$ cat config.mk
export PLATFORM = sky130hd
export DESIGN_NAME = exec_writeback_stage
export DESIGN_NICKNAME = d
export VERILOG_FILES = /design/src/rtl/exec_writeback_stage.sv
export SDC_FILE = /design/constraint.sdc
export NUM_CORES = 1
export LEC_CHECK = 0
export BUFFER_PORTS_ARGS = -buffer_cell sky130_fd_sc_hd__buf_2
export CAP_MARGIN = 0
export CORE_AREA = 4 4 96 189
export DETAILED_ROUTE_END_ITERATION = 8
export DIE_AREA = 0 0 100 193
export PLACE_DENSITY = 0.52
export SYNTH_ARGS = -nofsm -noshare
export SYNTH_HDL_FRONTEND = slang
export SYNTH_SLANG_ARGS = --single-unit
$ cat constraint.sdc
create_clock -name clk -period 4.3 [get_ports clk]
set_clock_uncertainty 0.15 [all_clocks]
set_input_delay 0.43 -clock clk [delete_from_list [all_inputs] [get_ports clk]]
set_output_delay 0.43 -clock clk [all_outputs]
set_load 0.02 [all_outputs]
$ cat src/rtl/exec_writeback_stage.sv
// Single-entry pipeline stage after the ALU: registers the result, holds the
// architectural carry flag, resolves branches and drives register writeback.
module exec_writeback_stage #(
  parameter int DATA_W  = 32,
  parameter int RADDR_W = 5,
  parameter int CNT_W   = 16
) (
  input  logic               clk,
  input  logic               rst,
  input  logic               in_valid,
  output logic               in_ready,
  input  logic [DATA_W-1:0]  alu_result,
  input  logic               alu_carry,
  input  logic               alu_zero,
  input  logic               alu_sign,
  input  logic [3:0]         alu_ops,
  input  logic [RADDR_W-1:0] rd_addr,
  input  logic               reg_write,
  input  logic [3:0]         br_type,
  input  logic [DATA_W-1:0]  br_target,
  input  logic [DATA_W-1:0]  pc_plus4,
  output logic               out_valid,
  input  logic               out_ready,
  output logic               wb_en,
  output logic [RADDR_W-1:0] wb_addr,
  output logic [DATA_W-1:0]  wb_data,
  output logic               carry_flag,
  output logic               branch_taken,
  output logic [DATA_W-1:0]  branch_pc,
  output logic               flush,
  output logic [CNT_W-1:0]   retired_cnt,
  output logic [CNT_W-1:0]   taken_cnt
);

  localparam logic [3:0] OP_ADD = 4'b1010;

  localparam logic [3:0] BR_NONE = 4'b0000;
  localparam logic [3:0] BR_B    = 4'b0001;
  localparam logic [3:0] BR_BR   = 4'b0010;
  localparam logic [3:0] BR_BLTZ = 4'b0011;
  localparam logic [3:0] BR_BZ   = 4'b0100;
  localparam logic [3:0] BR_BNZ  = 4'b0101;
  localparam logic [3:0] BR_BL   = 4'b0110;
  localparam logic [3:0] BR_BCY  = 4'b0111;
  localparam logic [3:0] BR_BNCY = 4'b1000;

  localparam logic [RADDR_W-1:0] LINK_REG = RADDR_W'(31);

  // Handshake: a transfer happens on a rising edge where valid & ready are
  // both high; valid is held and data kept stable until that edge.
  logic accept;
  logic retire;

  logic               valid_q;
  logic               wr_q;
  logic               taken_q;

  logic               taken_d;
  logic               wr_d;
  logic [RADDR_W-1:0] addr_d;
  logic [DATA_W-1:0]  data_d;
  logic [DATA_W-1:0]  pc_d;

  assign in_ready = ~valid_q | out_ready;
  assign accept   = in_valid & in_ready;
  assign retire   = valid_q & out_ready;

  // Branch resolution uses the carry flag as it stands before this
  // instruction's own update.
  always_comb begin
    taken_d = 1'b0;
    wr_d    = reg_write;
    addr_d  = rd_addr;
    data_d  = alu_result;
    pc_d    = br_target;
    case (br_type)
      BR_NONE: taken_d = 1'b0;
      BR_B:    taken_d = 1'b1;
      BR_BR: begin
        taken_d = 1'b1;
        pc_d    = alu_result;
      end
      BR_BLTZ: taken_d = alu_sign;
      BR_BZ:   taken_d = alu_zero;
      BR_BNZ:  taken_d = ~alu_zero;
      BR_BL: begin
        taken_d = 1'b1;
        wr_d    = 1'b1;
        addr_d  = LINK_REG;
        data_d  = pc_plus4;
      end
      BR_BCY:  taken_d = carry_flag;
      BR_BNCY: taken_d = ~carry_flag;
      default: begin
        taken_d = 1'b0;
        wr_d    = 1'b0;
      end
    endcase
    if (!taken_d) pc_d = '0;
  end

  always_ff @(posedge clk or posedge rst) begin
    if (rst) begin
      valid_q     <= 1'b0;
      wr_q        <= 1'b0;
      taken_q     <= 1'b0;
      wb_addr     <= '0;
      wb_data     <= '0;
      branch_pc   <= '0;
      carry_flag  <= 1'b0;
      retired_cnt <= '0;
      taken_cnt   <= '0;
    end else begin
      if (accept && alu_ops == OP_ADD) carry_flag <= alu_carry;

      if (accept) begin
        valid_q   <= 1'b1;
        wr_q      <= wr_d;
        taken_q   <= taken_d;
        wb_addr   <= addr_d;
        wb_data   <= data_d;
        branch_pc <= pc_d;
      end else if (retire) begin
        valid_q <= 1'b0;
      end

      if (retire) begin
        retired_cnt <= retired_cnt + 1'b1;
        if (taken_q) taken_cnt <= taken_cnt + 1'b1;
      end
    end
  end

  assign out_valid    = valid_q;
  assign wb_en        = valid_q & wr_q;
  assign branch_taken = valid_q & taken_q;
  assign flush        = retire & taken_q;

endmodule

==> key figures <==
Status
  • Status: complete, no violations

Synth
  • Mapped cell area: approximately 0.0050 mm^2
  • Ys async rst share: 1.000
  • Post-synth top area cell: dfrtp_1
  • EDFF count, synth: 0
  • Seq/Total Area, Yosys: 0.5304
  • Synth warnings: 0
  • Commonest cells post-synth: 105 x dfrtp_1, 79 x nand2_1, 64 x mux2i_1
  • Post-synth top area share: 0.5304
  • Predominant post-synthesis flop cell: dfrtp_1
  • Gate Count Post-Synth: between 400 and 500
  • Syn Nets: 561
  • Synth area leaders: dfrtp_1 53%, mux2i_1 13%, nand2_1 6.0%
  • Most frequent cell after synthesis: dfrtp_1
  • Yosys reg bits: 105
  • Synth cell types: 40
  • Syn_area_per_cell: about 11 um^2

Pwr
  • Power consumption: ~2.8 mW
  • Pwr Density: between 400 and 500 mW/mm^2
  • P_leak: 3.204 nW
  • Worst vdd ir: roughly 0.18 mV

CTS
  • CTS tree: built
  • Resized Gates After CTS: 0
  • Clk sink count: 105
  • CTS Hold Bufs: 0
  • Longest Clk Path Bufs: 2
  • Post-CTS Setup Inserts: 0
  • Clk slew on worst S/H paths: approximately 0.070 ns
  • Htree depth: 3
  • Clk_lat worst skew: about 0.34 ns
  • CTS Buf Count: 9
  • Root buf cell: clkbuf_16

Global route
  • Remaining Overflow, GRT: 0
  • Vias in the first global route: 4,380
  • Global-route wire length before repair: roughly 23 mm
  • Total GRT Usage: 0.1535
  • Initial antenna violation count: 1
  • Largest net degree at the start of global routing: 77

Worst setup path
  • Worst R2R Path Depth: 4
  • Crit path max fanout: 50
  • WP data required: 4.35 ns
  • CP Data Arrival Time: approximately 2.1 ns
  • Worst setup EP type: flop
  • Crit Path Category: flop to flop
  • Startpoint Class: flop

Die
  • Core Area: roughly 0.017 mm^2
  • Die area: between 0.015 and 0.02 mm^2
  • Rows: 67
  • Die W: 100 um
  • Die H: 193 um
  • Ports: about 220
  • Initial Util: 0.2969

Timing
  • Final Cycle Share: 0.4708
  • Setup TNS Final: 0 ns
  • Slew HR: 0.2941
  • Worst-Margin Slew: between 1 and 1.5 ns
  • RSZ-0062 raised after global routing: no
  • Endpoints failing hold: 0
  • Max-slew violation count: 0
  • FMAX: 494.0 MHz
  • Clock period minus worst slack: 2.024 ns
  • Setup violations, final: 0

Layout
  • Multi-input logic area: roughly 0.0022 mm^2
  • Filler Cell Count: between 1,500 and 2,000
  • Area grow syn2layout: 31.60%
  • Register area: about 0.0026 mm^2
  • Layout cells sized above 1: 0.3915
  • Final #Nets: 773

Run
  • Max-Cap Viols: 0

Route
  • Via-per-instance ratio: between 4 and 5
  • First drt pass iteration count: 4
  • Antenna-violating nets left: 0
  • Post-Route WL: between 10 and 15 mm
  • First DRT Iteration DRCs: between 100 and 150
  • Vias: about 4,100
  • Wire per inst: between 15 and 20 um
  • Drt drc: 0

Placed design
  • Post-DP HPWL: ~12 mm
  • RePlAce Congestion: between 0.8 and 0.9
  • # port buffers: about 220

Hold path
  • Type of the worst min-delay path: primary input to async pin
worst max-delay path, cell delays in order (launching register included):
cell and delay, ns:
dfrtp_1 0.51, nand2b_2 0.15, nand2_4 0.39, buf_4 0.45
o21ai_0 0.18
placed cells by master (no fill, tap or decap), drive strengths merged, types with 3 or more instances in the layout:
| master | instances |
|---|---|
| o22a | 5 |
| mux2i | 64 |
| dfrtp | 105 |
| xor2 | 8 |
| mux2 | 4 |
| and2 | 6 |
| o31ai | 32 |
| nand2 | 79 |
| inv | 4 |
| o21ai | 34 |
| nand4 | 7 |
| xnor2 | 22 |
| buf | 228 |
| and3 | 4 |
| clkbuf | 12 |
| nor2 | 5 |
| and4 | 4 |
| nand3 | 13 |
| nand2b | 3 |
state kept, by name, summed over array words and instances, names as in the netlist:
signal / cells
retired_cnt: 16
carry_flag: 1
wb_data: 32
taken_q: 1
out_valid: 1
wb_addr: 5
branch_pc: 32
taken_cnt: 16
wr_q: 1
logic make-up (layout without fill, tap and decap cells):
family / Yosys count / count (layout) / synth area share
DFF: 105 / 105 / 0.5304
AOI/OAI and AO/OA: 76 / 76 / 0.1010
buffers and inverters: 31 / 248 / 0.03890
xor gates and xnor gates: 30 / 30 / 0.05304
and+or+nand+nor: 130 / 130 / 0.1324
muxes: 68 / 68 / 0.1392
other: 0 / 1 / 0
adders and majority gates: 2 / 2 / 0.005051
final timing paths:
| path | start | to | slack [ns] |
|---|---|---|---|
| min reg2reg | taken_cnt[15]$_DFFE_PP0P_ | taken_cnt[15]$_DFFE_PP0P_ | 0.32 |
| max reg2reg | out_valid$_DFFE_PP0P_ | wb_data[29]$_DFFE_PP0P_ | 2.28 |
| max in group asynchronous | rst | wb_data[0]$_DFFE_PP0P_ | 2.84 |
| max | out_valid$_DFFE_PP0P_ | wb_data[29]$_DFFE_PP0P_ | 2.28 |
| min | rst | wb_addr[0]$_DFFE_PP0P_ | 0.12 |
| min in group clk | rd_addr[3] | wb_addr[3]$_DFFE_PP0P_ | 0.15 |
power breakdown:
group / internal [mW] / total (mW) / switching, mW / leakage [nW]
clock network: 0.484 / 0.854 / 0.370 / 0.149
registers: 1.12 / 1.23 / 0.113 / 1.35
logic: 0.249 / 0.668 / 0.419 / 1.70
total: 1.86 / 2.76 / 0.902 / 3.20
final cells by class:
type                       count  area share
sequential                   105      0.4031
multi-input combinational    306      0.3299
timing repair buffer         228      0.1770
tap                          207     0.03973
clock buffer                  12     0.03935
clock inverter                 4    0.007869
inverter                       4    0.002687
antenna                        1   0.0003839
metrics by stage:
stage / setup slack, ns / hold WS, ns / cell area (um^2) / util / cells
6_report: 2.276 / 0.1246 / 6519 / 0.3908 / 867
5_1_grt: 2.093 / 0.1300 / 6519 / 0.3908 / 867
2_1_floorplan: 0.9595 / 0.2924 / 4954 / - / 442
4_1_cts: 2.280 / 0.1241 / 6516 / 0.3906 / 866
3_3_place_gp: 1.981 / 0.3079 / 6208 / 0.3722 / 850
3_5_place_dp: 1.907 / 0.3152 / 6208 / 0.3722 / 850
routing by layer:
layer / routed length [um] / vias to the layer above / global-route usage
li1: - / 1987 / -
met1: 5088 / 1956 / 0.1564
met2: 8367 / 129 / 0.2846
met3: 836 / 26 / 0.03529
met4: 597 / 0 / 0.08303
met5: 0 / - / 0
No activity file was read; power rests on OpenSTA's default activity.
